<file path="src/rtl/sdram_arb_pkg.sv">
// Shared types and defaults for the SDRAM port arbiter slice.
package sdram_arb_pkg;
   localparam int ADDR_W_DEF = 24;
   localparam int DATA_W_DEF = 32;
   localparam int LINE_W_DEF = 256;

   typedef enum logic [1:0] {
      S_IDLE    = 2'b00,
      S_BUSY    = 2'b01,
      S_RELEASE = 2'b10
   } state_t;

   typedef enum logic {
      PORT_I = 1'b0,
      PORT_D = 1'b1
   } port_t;
endpackage

</file>
<file path="src/rtl/arb_rr2.sv">
// Combinational two-way round-robin pick; req bit index equals the port id.
module arb_rr2
   import sdram_arb_pkg::*;
(
   input  logic [1:0] req,
   input  port_t      last,
   output port_t      gnt,
   output logic       valid
);

   always_comb begin
      gnt   = PORT_I;
      valid = |req;
      if (req == 2'b11) begin
         gnt = (last == PORT_I) ? PORT_D : PORT_I;
      end else if (req[1]) begin
         gnt = PORT_D;
      end
   end

endmodule

</file>
<file path="src/rtl/sdram_port_arbiter.sv">
// Arbitrates the I-cache and D-cache ports onto one SDRAM controller, with an ack watchdog.
// state     | meaning
// S_IDLE    | waiting for a request while the controller is not busy
// S_BUSY    | request forwarded, waiting for sdc_ack
// S_RELEASE | winner's ack is high this cycle
module sdram_port_arbiter
   import sdram_arb_pkg::*;
#(
   parameter int ADDR_W      = ADDR_W_DEF,
   parameter int DATA_W      = DATA_W_DEF,
   parameter int LINE_W      = LINE_W_DEF,
   parameter int ACK_TIMEOUT = 4096
) (
   input  logic              clk,
   input  logic              reset,
   input  logic [ADDR_W-1:0] i_addr,
   input  logic              i_start,
   output logic [LINE_W-1:0] i_q,
   output logic              i_ack,
   input  logic [ADDR_W-1:0] d_addr,
   input  logic [DATA_W-1:0] d_data,
   input  logic              d_we,
   input  logic              d_start,
   output logic [LINE_W-1:0] d_q,
   output logic              d_ack,
   output logic [ADDR_W-1:0] sdc_addr,
   output logic [DATA_W-1:0] sdc_data,
   output logic              sdc_we,
   output logic              sdc_start,
   input  logic [LINE_W-1:0] sdc_q,
   input  logic              sdc_ack,
   input  logic              sdc_busy,
   output logic              timeout
);

   localparam int CNT_W = $clog2(ACK_TIMEOUT + 1);

   state_t            state, state_nxt;
   port_t             grant, last_grant, arb_gnt;
   logic              arb_valid;
   logic              do_grant, do_done;
   logic [CNT_W-1:0]  wd_cnt;

   arb_rr2 u_rr (
      .req   ({d_start, i_start}),
      .last  (last_grant),
      .gnt   (arb_gnt),
      .valid (arb_valid)
   );

   always_comb begin
      state_nxt = state;
      do_grant  = 1'b0;
      do_done   = 1'b0;
      case (state)
         S_IDLE: begin
            if (!sdc_busy && arb_valid) begin
               do_grant  = 1'b1;
               state_nxt = S_BUSY;
            end
         end
         S_BUSY: begin
            if (sdc_ack) begin
               do_done   = 1'b1;
               state_nxt = S_RELEASE;
            end
         end
         S_RELEASE: state_nxt = S_IDLE;
         default:   state_nxt = S_IDLE;
      endcase
   end

   always_ff @(posedge clk) begin
      if (reset) begin
         state      <= S_IDLE;
         grant      <= PORT_I;
         last_grant <= PORT_I;
         sdc_addr   <= '0;
         sdc_data   <= '0;
         sdc_we     <= 1'b0;
         sdc_start  <= 1'b0;
         i_q        <= '0;
         d_q        <= '0;
         i_ack      <= 1'b0;
         d_ack      <= 1'b0;
         wd_cnt     <= '0;
         timeout    <= 1'b0;
      end else begin
         state <= state_nxt;
         i_ack <= 1'b0;
         d_ack <= 1'b0;

         if (do_grant) begin
            sdc_start  <= 1'b1;
            grant      <= arb_gnt;
            last_grant <= arb_gnt;
            if (arb_gnt == PORT_D) begin
               sdc_addr <= d_addr;
               sdc_data <= d_data;
               sdc_we   <= d_we;
            end else begin
               sdc_addr <= i_addr;
               sdc_we   <= 1'b0;
            end
         end

         if (do_done) begin
            sdc_start <= 1'b0;
            if (grant == PORT_D) begin
               d_ack <= 1'b1;
               if (!sdc_we) d_q <= sdc_q;
            end else begin
               i_ack <= 1'b1;
               i_q   <= sdc_q;
            end
         end

         // Watchdog only flags; the transfer is still allowed to finish late.
         if (state == S_BUSY && !sdc_ack) begin
            if (wd_cnt != CNT_W'(ACK_TIMEOUT)) wd_cnt <= wd_cnt + 1'b1;
            if (wd_cnt >= CNT_W'(ACK_TIMEOUT - 1)) timeout <= 1'b1;
         end else if (state != S_BUSY) begin
            wd_cnt <= '0;
         end
      end
   end

endmodule

</file>
<file path="config.mk">
export PLATFORM = sky130hd
export DESIGN_NAME = sdram_port_arbiter
export DESIGN_NICKNAME = d
export VERILOG_FILES = /design/src/rtl/sdram_arb_pkg.sv /design/src/rtl/arb_rr2.sv /design/src/rtl/sdram_port_arbiter.sv
export SDC_FILE = /design/constraint.sdc
export NUM_CORES = 1
export LEC_CHECK = 0
export BUFFER_PORTS_ARGS = -buffer_cell sky130_fd_sc_hd__buf_4
export CELL_PAD_IN_SITES_DETAIL_PLACEMENT = 1
export CELL_PAD_IN_SITES_GLOBAL_PLACEMENT = 1
export CORE_AREA = 2 2 360 362
export CTS_CLUSTER_DIAMETER = 120
export DETAILED_ROUTE_END_ITERATION = 10
export DIE_AREA = 0 0 362 364
export PLACE_DENSITY = 0.44
export SLEW_MARGIN = 10
export SYNTH_ARGS = -nofsm -noshare
export SYNTH_HDL_FRONTEND = slang
export SYNTH_SLANG_ARGS = --single-unit
</file>
<file path="constraint.sdc">
create_clock -name clk -period 2.9 [get_ports clk]
set_input_delay 0.435 -clock clk [delete_from_list [all_inputs] [get_ports clk]]
set_output_delay 0.435 -clock clk [all_outputs]
set_load 0.005 [all_outputs]
</file>
### After elaboration in Yosys (flattened, before gate mapping)

Index checks and enable logic that the tools add are counted.
W data, S select, Z words.

* add/subtract/negate cells: 1
* order comparisons: 1
* equality and inequality tests: 7
* mux-type cells: 16
* reductions and logical operators: 15
* bitwise operators: 3

Operators by type and width (number)
* $mux W13: 3
* $mux W24: 1
* $add A13 B1 Y13 const B: 1
* $ge A13 B12 Y1 const B: 1
* $ne A13 B13 Y1 const B: 1
* $reduce_and A2 Y1: 5
* $mux W1: 9
* $reduce_or A2 Y1: 3
* $mux W2: 2
* $ne A2 B1 Y1 const B: 2
* $ne A2 B2 Y1 const B: 2
* $pmux W2 S2: 1
* $not A1 Y1: 3
* $reduce_and A3 Y1: 1
* $eq A2 B1 Y1 const B: 1
* $eq A2 B2 Y1 const B: 1
* $logic_and A1 B1 Y1: 2
* $logic_not A1 Y1: 2
* $logic_not A2 Y1: 1
* $reduce_bool A2 Y1: 1

* input bits: 343
* logic and storage cells: 55
* register bits: 589

### Logic depth before layout (Yosys ltp)

Gate-level depths: netlist of the first run.

* depth after elaboration: 5
* depth in mapped cells: 7
* depth with buffers taken out: 6

### Modules after synthesis

From an unflattened synthesis of the first run, not the netlist that was laid out.

* cell total of the unflattened synthesis: 2582
* area total of the unflattened synthesis: 20524.7 sq um

Modules (own cells, without submodules)
* sdram_port_arbiter: area an instance 20510.9 sq um, sequential area each 11791.3 sq um, times used 1, cells an instance 2580
* arb_rr2: area an instance 13.8 sq um, sequential area each 0.0 sq um, times used 1, cells an instance 2

### Worst setup path before layout of the first run

No wires, ideal clock.

* path kind: reg-to-reg
* start: register state[1]
* end: register d_q[215]
* slack: 1.377 ns
* stages on the path, launching flop included: 8
* path buffers: 3
* library setup time: 0.132 ns
* arrival: 1.391 ns
* clock period less this slack: 1.523 ns
* cell sequence: dfxtp_1 nand2b_2 or3_1 clkbuf_1 buf_2 buf_2 nand2_1 a21oi_1

* word-level cells in the longest chain between the ends: 3

RTL lines
* from (decl): RTL line sdram_port_arbiter.sv:38 `state_t state, state_nxt;`
* from (signal assigned): RTL line sdram_port_arbiter.sv:89 `state <= state_nxt;`
* $eq A2 B1 Y1: RTL line sdram_port_arbiter.sv:55 `case (state)`
* $mux W1: RTL line sdram_port_arbiter.sv:55
* $reduce_and A3 Y1 (no line)
* to (signal assigned): RTL line sdram_port_arbiter.sv:111 `if (!sdc_we) d_q <= sdc_q;`
* to (decl): RTL line sdram_port_arbiter.sv:24 `output logic [LINE_W-1:0] d_q,`

No other way between the ends.
A chain may end at the register's enable or synchronous reset.

### Final worst setup path of the first run

* start: register state[1]
* end: register d_q[51]

The elaborated chain is that of the path after synthesis.

==> flow_results.org, run 1 <==
** Outcome
- Result of the run :: finished clean

** Synth
- Post-Synth Adder-Cell Area :: 0.121%
- Synthesized-area fraction occupied by and/or/nand/nor cells :: a little over a fifth
- After synthesis, the largest family of logic cells by area is simple AND/OR/NAND/NOR gates.
- Gate Count Post-Synth :: 2585
- Share of the synthesized area in the top cell type :: 57.2%
- Sorting the synthesized cells by area gives the leading types as dfxtp_1 57%, nand2_1 20%, a21oi_1 13%.
- Count of warnings emitted by yosys :: 0
- Synthesized area per cell :: 7.98 sq um
- Sequential fraction of the synthesis area :: a little under three fifths
- Post-synthesis cell area :: roughly 21000 sq um
- Largest area contributor in the netlist :: dfxtp_1
- The number of nets in the synthesized netlist is ~3000.
- Post-synthesis mux area share :: between 1 and 1.5%
- The synthesized netlist devotes 0.255% of its cell area to XOR and XNOR gates.
- Number of distinct standard cells referenced by the synthesized netlist :: 39
- Share of the synthesized area in compound gates (AO/OA/AOI/OAI) :: between 10% and 20%
- FF+latch count, synth :: a little under 600

** Hold path
- Worst Hold Depth :: 3
- The worst hold path begins at sdc_q[67].
- The worst hold path terminates at d_q[67].
- The path class of the tightest hold or removal check is primary input to flop.

** Placement
- Total half-perimeter wirelength after legalization and detailed placement :: ~75 mm
- Routability-driven placement finished with a final weighted congestion of approximately 0.76.
- Summing all placed instances gives a cell area of slightly below 30000 sq um.
- Count of input and output buffers :: between 900 and 1000

** Timing
- At the pin with the least slew margin, the transition time is 692 ps.
- Setup repair after global routing left no endpoint under its margin.
- The number of max-slew violations in the final report was 0.
- On the final layout, the worst hold slack is between 60 and 70 ps.
- Hold Vio Cnt, Final :: 0
- Setup violations remaining at the end of the flow were counted as 0.
- The routed design could run at a clock period as short as about 2100 ps.
- The worst pin sits at a relative slew slack of a little over half.
- Timing would allow up to ~470 MHz.
- Sum of negative setup slack :: 0 ps
- Final clock skew :: 26.7 ps
- The worst path uses ~74% of the clock period.

** Clock tree
- Clock tree root buffer cell :: clkbuf_16
- Clock tree from TritonCTS :: done
- The H-tree generated during clock tree synthesis spans 3 levels.
- Sink count of the clock tree :: a little under 600
- Worst skew pair latency :: ~650 ps
- Clock tree buffer depth :: 3
- TritonCTS created just under 80 clock buffers.
- The number of gates resized after CTS was 0.
- Clock-pin slew was measured on the worst setup and hold paths at 60 ps.

** Worst setup path
- Largest driver fanout on the critical path :: 41
- Setup slack, reg-to-reg :: 760 ps
- Data arrives at the worst endpoint at between 2000 and 3000 ps.
- Kind of launch point of the worst setup path :: flop
- The worst register-to-register path has a depth of 5.
- Critical R2R Launch :: state[1]
- The worst register-to-register path ends at d_q[51].
- Type of the worst setup path :: flop to flop
- Kind of capture point of the worst setup path :: flop
- Worst endpoint required time :: ~3400 ps

** Detailed routing
- After detailed routing, the number of vias per cell comes to about 4.0.
- Before antenna repair, the detailed router went through 4 iterations.
- 1st-iter DRT viols :: 807
- Wire length per cell :: approximately 19 microns
- Count of nets left with antenna violations after detail routing :: 0
- The detailed router placed roughly 22000 vias in this run.
- Post-route DRC violation count :: 0
- After detailed routing, the total wire length is a little over 100 mm.

** Flow run
- The tool flagged a number of max-cap violations equal to 0.

** Global route
- Initial antenna violation count :: 0
- Entering global routing, the biggest net connects 96 pins.
- Via count of the first global-routing pass :: between 20000 and 25000
- Global routing used between 10 and 15% of the available tracks.
- The first global-routing pass estimated 149 mm of wire.
- Summed over all layers, the global routing overflow is 0.

** Layout
- Summing all non-filler instances in the final layout gives an area of between 30000 and 40000 sq um.
- Fin util :: a little over a quarter
- Number of antenna repair diodes :: 0
- After the last flow step, the layout net total stands at a little over 4000.
- The post-route netlist has around 29% of its cells at a drive strength greater than 1.
- Area growth, synth to finish :: 66.7%

** Die
- Die Area :: approximately 130000 sq um
- In this run the standard cell core region covers about 130000 sq um.
- Vertical die dimension :: approximately 360 microns
- The floorplan has between 100 and 150 rows.
- Width of the die :: about 360 microns
- For this configuration, the core starts out at a cell density of approximately 16%.
- I/O pin total :: approximately 920

** Power and ir drop
- For this design the static power due to leakage is approximately 14 nW.
- Power spread over the standard cell area amounts to 582 nW/um^2.
- VDD sags by at most around 0.00035 V.
[worst max path at each step]
stage             start        to  slack, ps  depth (start not counted)
6_report       state[1]   d_q[51]        760                          5
5_1_grt        state[1]   d_q[51]        570                          5
4_1_cts        state[1]   d_q[51]        660                          5
3_5_place_dp    sdc_ack  d_q[175]        540                          6
3_3_place_gp    sdc_ack   d_q[11]        570                          6
2_1_floorplan  state[1]  d_q[215]       1380                          7
[placed cells by master (no fill, tap or decap), types with 6 or more instances in the layout]
cell type / netlist / routed
clkbuf_1: 81 / 22
a211oi_1: 27 / 27
buf_4: 2 / 951
nor3_1: 6 / 6
mux2i_1: 25 / 25
clkinv_2: 0 / 6
buf_12: 0 / 17
clkbuf_8: 0 / 24
clkbuf_16: 0 / 78
dlygate4sd3_1: 0 / 249
a21oi_1: 550 / 550
nand2_1: 1093 / 1093
dfxtp_1: 589 / 589
nor2_1: 43 / 43
[critical path: stages, from the launching register on]
cell and delay (ps):
dfxtp_1 350, nand2b_2 250, or3_4 620, buf_4 500
nand2_1 100, a21oi_1 180
[logic make-up (layout without fill, tap and decap cells)]
family	count (synthesis)	in the layout
AOI/OAI and AO/OA	590	590
buffers and inverters	202	1362
xor gates and xnor gates	6	6
adders and majority gates	2	2
and+or+nand+nor	1171	1171
muxes	25	25
DFF	589	589
[metrics by stage]
stage	worst slack (ps)	cells	total power, W
2_1_floorplan	1380	2585	0.00910
3_3_place_gp	571	5032	0.0102
3_5_place_dp	535	5032	0.0102
4_1_cts	659	5420	0.0205
5_1_grt	572	5420	0.0210
6_report	757	5420	0.0200
[state kept, by name (all words and copies together), names as in the netlist]
register,count
d_ack,1
d_q,256
i_ack,1
i_q,256
last_grant,1
sdc_addr,24
sdc_data,32
sdc_start,1
sdc_we,1
state,2
timeout,1
wd_cnt,13
[cell type report]
cell class,count,area [sq um]
fill,15300,93900
sequential,589,11800
timing repair buffer,1218,9990
multi-input combinational,1794,7900
clock buffer,124,2360
tap,1675,2100
clock inverter,15,223
inverter,5,18.8
[power breakdown]
group / internal, W / total [W] / switching (W) / leakage, nW
Clock: 0.00572 / 0.00975 / 0.00404 / 1.26
Sequential: 0.00829 / 0.00840 / 0.000109 / 4.76
Combinational: 0.000949 / 0.00185 / 0.000896 / 7.69
Total: 0.0150 / 0.0200 / 0.00504 / 13.7
[timing repair]
| action | CTS | global route |
|---|---|---|
| buffers inserted | 0 | 0 |
| hold buffers | 249 | 0 |
| hold endpoints to repair | 416 | 0 |
[cell usage after synthesis]
cell / number
a211oi_1: 27
nand2b_1: 3
a2111oi_0: 1
buf_2: 104
xnor2_1: 4
nor3_1: 6
inv_2: 1
nor2_1: 43
a31oi_2: 1
nand2b_2: 1
nand3_1: 4
nor4b_1: 2
a21oi_1: 550
buf_6: 10
nand2_1: 1093
nor3_2: 2
o21ai_0: 3
buf_4: 2
a21boi_0: 1
or3_1: 2
nor2b_1: 2
o41ai_1: 1
a31o_2: 1
a21boi_1: 1
o31ai_1: 1
or2_2: 1
ha_1: 2
dfxtp_1: 589
and2_1: 1
nand3b_1: 2
a31oi_1: 2
inv_1: 4
nand4_1: 4
xor2_1: 2
mux2i_1: 25
nor4_1: 4
and3_1: 1
o311ai_0: 1
clkbuf_1: 81
[metal layers]
| metal | global-route usage [%] | up-vias | part of all wire (%) |
|---|---|---|---|
| li1 | - | 10600 | - |
| met1 | 17.1 | 10300 | 40 |
| met2 | 26.7 | 567 | 51 |
| met3 | 4.37 | 104 | 7.3 |
| met4 | 4.28 | 0 | 2.1 |
| met5 | 0 | - | 0 |
(Power assumes the default switching activity.)
==> run 2, diff against run 1 <==
CORE_AREA = 2 2 356 358   (was 2 2 360 362)
DIE_AREA = 0 0 358 360   (was 0 0 362 364)
PLACE_DENSITY = 0.46   (was 0.44)
clock period = 1.91 ns   (was 2.9 ns; I/O delays follow)
==> run 2 against run 1 <==
Compared with the run above:
- non-clock buffer count increased by 130
- maximum frequency increased by 20%
- critical path depth rose by 1
- highest routed layer is now met5
==> flow_results.org, run 2 (synthesized netlist as in run 1, its figures left out) <==
** Outcome
- Result of the run :: finished clean

** Global route
- The first global-routing pass estimated ~150 mm of wire.
- Total overflow reported by the global router :: 0
- Via count of the first global-routing pass :: approximately 23000
- The initial antenna violation count came to 6.
- Entering global routing, the biggest net connects ~70 pins.
- For this run, the total global-route usage over all layers was measured as 15.6%.

** Timing
- Number of slew-limit violations in the final report :: 0
- Measured against its own limit, the worst slew margin works out to about three fifths.
- Period utilisation layout :: just over 90%
- Setup violations remaining at the end of the flow were counted as 0.
- Measured slew at the worst slew-check pin :: approximately 610 ps
- For the final database, setup skew stands at ~22 ps.
- The routed design could run at a clock period as short as about 1800 ps.
- Derived from the worst setup path, the maximum achievable clock frequency is 561 MHz.
- Setup total negative slack on the finished layout was measured at 0 ps.
- Unrepaired setup endpoints after global routing :: false
- The number of hold-slack violations in the final timing report came to 0.

** Worst setup path
- Worst endpoint required time :: approximately 2400 ps
- Traced cell by cell, the critical path runs through inv_1, ha_1, nor4b_1, a31oi_2, a211oi_1, a31o_2.
- STA classifies the critical path endpoint as a flop.
- STA classifies the critical path startpoint as a flop.
- Type of the worst setup path :: flop to flop
- Crit path buffers/inverters :: 1
- Worst reg-to-reg path cell count :: 6
- Largest driver fanout on the critical path :: 8
- Setup slack on the worst reg-to-reg path comes out at between 100 and 150 ps.
- Arrival time at the worst endpoint :: approximately 2300 ps
- The largest single stage delay on the critical path is about 470 ps.
- Cell family with most CP delay :: compound AO/OA/AOI/OAI gates
- Critical path depth :: 6
- Highest-delay cell along the critical path :: a31oi_2

** Detailed routing
- In this run the remaining antenna-violating nets after routing total 0.
- Across all layers, the routed design uses 22100 vias.
- 1st-iter DRT viols :: around 1000
- Post-route DRC violation count :: 0
- Vias per cell :: between 3 and 4
- Wire length per cell :: between 15 and 20 microns
- The first detailed-routing pass ran for 5 iterations.
- The final layout contains routed wiring with a total length of 105 mm.

** Die
- After floorplanning, the core was divided into 130 placement rows.
- The die is around 360 microns wide.
- I/O pin total :: just over 900
- The floorplan step defined a die boundary enclosing around 130000 sq um.
- Once the floorplan was initialized, standard cells occupied roughly 17% of the core.
- From bottom edge to top edge, the die measures between 300 and 400 microns.
- The core region is ~120000 sq um.

** Layout
- Number of filler instances in the final layout :: 14800
- Area used by multi-input combinational logic :: between 7000 and 8000 sq um
- In the final layout, the registers with the most flip-flops are d_q (256), i_q (256), sdc_data (32).
- In the final layout, the share of cells above drive strength 1 is a little under 30%.
- Fin util :: 28.6%
- After the last flow step, the layout net total stands at 4162.
- Leaving out fill and tap cells, the most frequent cells in the layout are 1093 x nand2_1, 984 x buf_4, 589 x dfxtp_1.
- The library cell used most frequently in the layout, excluding fill and tap cells, is nand2_1.
- The sequential cells in the finished layout cover a total of 11800 sq um.
- Area growth, synth to finish :: 73.5%

** Placement
- The HPWL after detailed placement is roughly 78 mm.
- Count of input and output buffers :: between 900 and 1000
- At the end of routability-driven placement, the weighted congestion stood at 0.791.

** Clock tree
- Clock tree from TritonCTS :: done
- Worst-path clk slew :: 50 ps
- For the worst-skew pair, the clock arrives at the later sink with an insertion delay of roughly 640 ps.
- Sink count of the clock tree :: 589
- Counting along the longest clock path gives a buffer depth of 3.
- The H-tree generated during clock tree synthesis spans 3 levels.
- Clock tree root buffer cell :: clkbuf_16
- Counting the buffers created by CTS gives 79.

** Hold path
- The tightest min-delay check is of the primary input to flop type.
- Along the worst hold path, the cell count comes to 3.

** Power and ir drop
- Worst-case vdd ir drop :: ~0.00058 V
- The design draws between 0.03 and 0.04 W.
- Power per cell area :: around 850 nW/um^2
- Leakage power :: between 10 and 15 nW

** Flow run
- Max-capacitance violation count :: 0
==> run 2: cell types whose count changed in the layout (fill, tap and decap cells not counted), moves of 2 or more <==
cell | before | now
dlygate4sd3_1 | 249 | 322
buf_4 | 951 | 984
buf_12 | 17 | 39
clkbuf_8 | 24 | 16
clkbuf_16 | 78 | 82
clkinv_16 | 4 | 1
clkinv_4 | 0 | 3
diode_2 | 0 | 3
buf_6 | 0 | 2
inv_6 | 3 | 1
==> run 2: final cells by class <==
cell class                      count  share of cell area, %
Clock inverter                     17                  0.594
Tap cell                         1650                   5.77
Inverter                            5                 0.0524
Multi-Input combinational cell   1794                   22.1
Sequential cell                   589                   32.9
Clock buffer                      120                   6.58
Antenna cell                        3                 0.0210
Timing Repair Buffer             1348                   31.9
==> run 2: what timing repair did <==
item,in CTS,in global routing
endpoints found under the setup margin,0,39
hold buffers,322,0
endpoints found under the hold margin,563,0
buffers inserted,0,1
gates resized for setup,0,3
==> run 2: worst register-to-register path, delay by kind of cell, from the launching register on <==
kind	cells	cell delay, ps
compound gates	3	850
flops	1	410
fa+ha+maj	1	190
simple gates	1	160
buf+inv	1	70
==> run 2: per-layer routing <==
layer / routed length, microns / global-route usage, % / vias to the layer above
met5: 16 / 0 / -
met1: 42000 / 17.6 / 10500
li1: - / - / 10800
met2: 52900 / 28.2 / 587
met4: 3020 / 5.40 / 2
met3: 6560 / 3.93 / 145
==> run 2: worst paths after layout <==
kind,startpoint,endpoint
min,d_addr[16],sdc_addr[16]
max reg2reg,wd_cnt[0],wd_cnt[9]
min reg2reg,d_q[229],d_q[229]
max,wd_cnt[0],wd_cnt[9]
==> run 2: per-stage QoR <==
step,cell area [sq um],worst slack (ps),cells,hold WS [ps]
2_1_floorplan,20600,387,2585,422
3_3_place_gp,30000,65.2,5063,442
3_5_place_dp,30000,35.7,5063,447
4_1_cts,35800,19.1,5522,0.384
5_1_grt,35800,2.04,5526,48.3
6_report,35800,127,5526,59.2
==> run 2: where the power goes <==
group	switching (W)	internal, W
logic	0.00144	0.00164
registers	0.000167	0.0126
clock network	0.00598	0.00879
total	0.00758	0.0230
==> run 3, diff against run 2 <==
PLACE_DENSITY = 0.48   (was 0.46)
REMOVE_ABC_BUFFERS = 1   (was default)
==> run 3 against run 2 <==
Compared with the run above:
- power rose by 0.21%
- register-to-register slack barely moved
- clock-buffer cell count fell by 9
- flip-flop and latch count did not move
- cell area fell by 0.46%
- combinational power barely moved
- maximum frequency fell by 0.33%
- utilization fell by 0.13 points
- wire length fell by 2.1%
- setup slack got worse by 6.0 ps
- die area did not move
- global-route usage fell by 0.41 points
- largest cell class unchanged
- largest power group unchanged
==> flow_results.org, run 3 (synthesized netlist as in run 1, its figures left out) <==
** Worst setup path
- Kind of launch point of the worst setup path :: flop
- By startpoint and endpoint, the worst setup path is classified as flop to flop.
- For the worst setup path, the data arrival time is around 2300 ps.
- Setup slack, reg-to-reg :: between 100 and 150 ps
- Kind of capture point of the worst setup path :: flop
- Worst endpoint required time :: ~2400 ps
- In this run the worst path has a maximum fanout of 23.

** Layout
- Fraction of final layout cells sized beyond drive strength 1 :: between 20% and 30%
- Leaving out fill and tap cells, the most frequent cell in the layout is nand2_1.
- Number of antenna repair diodes :: 0
- The largest registers in the layout are d_q (256), i_q (256), sdc_data (32).
- In the layout the commonest cells are 1093 x nand2_1, 975 x buf_4, 589 x dfxtp_1.
- In the final design database the tool counted 4147 nets.
- The area growth from synthesis to layout is 72.7%.
- Cells fill between 20% and 30% of the core in the end.

** Clock tree
- Counting along the longest clock path gives a buffer depth of 3.
- The clock tree synthesis step divided the H-tree into 3 levels.
- Clock tree synthesis found a total of around 590 sinks.
- Once the clock tree was built, the resizer swapped 0 gates to a different size.
- Clock tree from TritonCTS :: done
- For the worst-skew pair, the clock arrives at the later sink with an insertion delay of 630 ps.
- Inserted Clock Buffers :: 77
- Hold bufs inserted after CTS :: 325
- CTS placed an instance of clkbuf_16 at the clock tree root.
- Worst-path clk slew :: ~60 ps
- Setup fix buffers added after clock tree synthesis :: 0

** Detailed routing
- Vias per cell :: around 4.0
- Post-route DRC violation count :: 0
- In the final routed layout, each cell accounts on average for approximately 19 microns.
- The detail route stage leaves a number of antenna-violating nets equal to 0.
- For this block, the initial DRC count from the detailed router was between 900 and 1000.
- The first TritonRoute pass finished after 4 iterations.
- Total length of routed wires :: 102 mm
- The detailed router placed around 22000 vias in this run.

** Power and ir drop
- IR analysis of the VDD net gives a maximum drop of just under 0.0005 V.
- In this run the power density over the cells is about 860 nW/um^2.
- Total power for the finished layout comes to roughly 0.031 W.
- Summed over all cells, the static leakage comes to 14.3 nW.

** Timing
- The number of max-slew violations in the final report is 0.
- Final period demand of the worst path :: about 1800 ps
- Maximum frequency from static timing analysis :: between 500 and 600 MHz
- Across all hold checks on the routed design, the worst slack comes to roughly 60 ps.
- After layout, the worst path uses roughly 94% of the clock period.
- For the pin with the worst max-slew slack, the measured transition is 651 ps.
- Setup violations remaining at the end of the flow were counted as 0.
- Hold Vio Cnt, Final :: 0
- On the final layout, the worst clock skew is slightly below 30 ps.
- Setup repair after global routing left no endpoint under its margin.
- After routing, the total negative slack on setup checks comes to 0 ps.
- The worst pin sits at a relative slew slack of a little under three fifths.

** Die
- Core ar. :: 125000 sq um
- The initialized floorplan defines 130 standard-cell rows.
- Width of the die :: approximately 360 microns
- Vertical die dimension :: between 300 and 400 microns
- Initial core utilization :: approximately 17%
- During I/O placement, the number of pins put on the boundary was 916.
- Die Area :: 129000 sq um

** Global route
- Global-route total usage across every layer :: 15.2%
- Largest net degree at the start of global routing :: 113
- Wire length of the first global-routing pass :: 149 mm
- The initial antenna violation count was 4.
- Via count of the first global-routing pass :: approximately 23000
- Total overflow reported by the global router :: 0

** Outcome
- Result of the run :: finished clean

** Placement
- At the end of routability-driven placement, the weighted congestion stood at slightly below 0.8.
- Count of input and output buffers :: 915
- Detailed placement ended at an HPWL of 75.6 mm.

** Hold path
- The worst hold path belongs to the class primary input to flop.

** Flow run
- Max-capacitance violation count :: 0
run 3: worst paths after layout:
| kind | from | to | cells past startpoint |
|---|---|---|---|
| max reg2reg | last_grant | sdc_addr[5] | 5 |
| max | last_grant | sdc_addr[5] | 5 |
| min reg2reg | i_q[147] | i_q[147] | 2 |
| min | i_addr[19] | sdc_addr[19] | 3 |
run 3: final cells by class:
class | instances | area (sq um)
Sequential cell | 589 | 11800
Clock inverter | 27 | 339
Fill cell | 14900 | 89300
Multi-Input combinational cell | 1794 | 7900
Tap cell | 1650 | 2060
Timing Repair Buffer | 1335 | 11300
Inverter | 5 | 18.8
Clock buffer | 111 | 2230
run 3: stage by stage:
| stage | instances | worst slack [ps] | cell area (sq um) |
|---|---|---|---|
| 2_1_floorplan | 2388 | -6070 | 19700 |
| 3_3_place_gp | 5048 | 134 | 29800 |
| 3_5_place_dp | 5048 | 121 | 29800 |
| 4_1_cts | 5511 | 123 | 35600 |
| 5_1_grt | 5511 | 31.7 | 35600 |
| 6_report | 5511 | 121 | 35600 |
run 3: report_power, final:
part | switching (W) | internal, W
registers | 0.000163 | 0.0126
logic | 0.00142 | 0.00162
clock network | 0.00591 | 0.00896
run 3: metal layers:
| metal | GRT usage [%] | part of all wire, % |
|---|---|---|
| met2 | 26.5 | 49 |
| met5 | 0 | 0 |
| met1 | 17.5 | 41 |
| met3 | 4.92 | 7.4 |
| met4 | 4.76 | 2.9 |
run 3: critical path: stages (launching register included):
cell	delay [ps]
dfxtp_1	350
a21boi_4	190
buf_12	220
mux2i_1	240
dlygate4sd3_1	590
a211oi_1	70
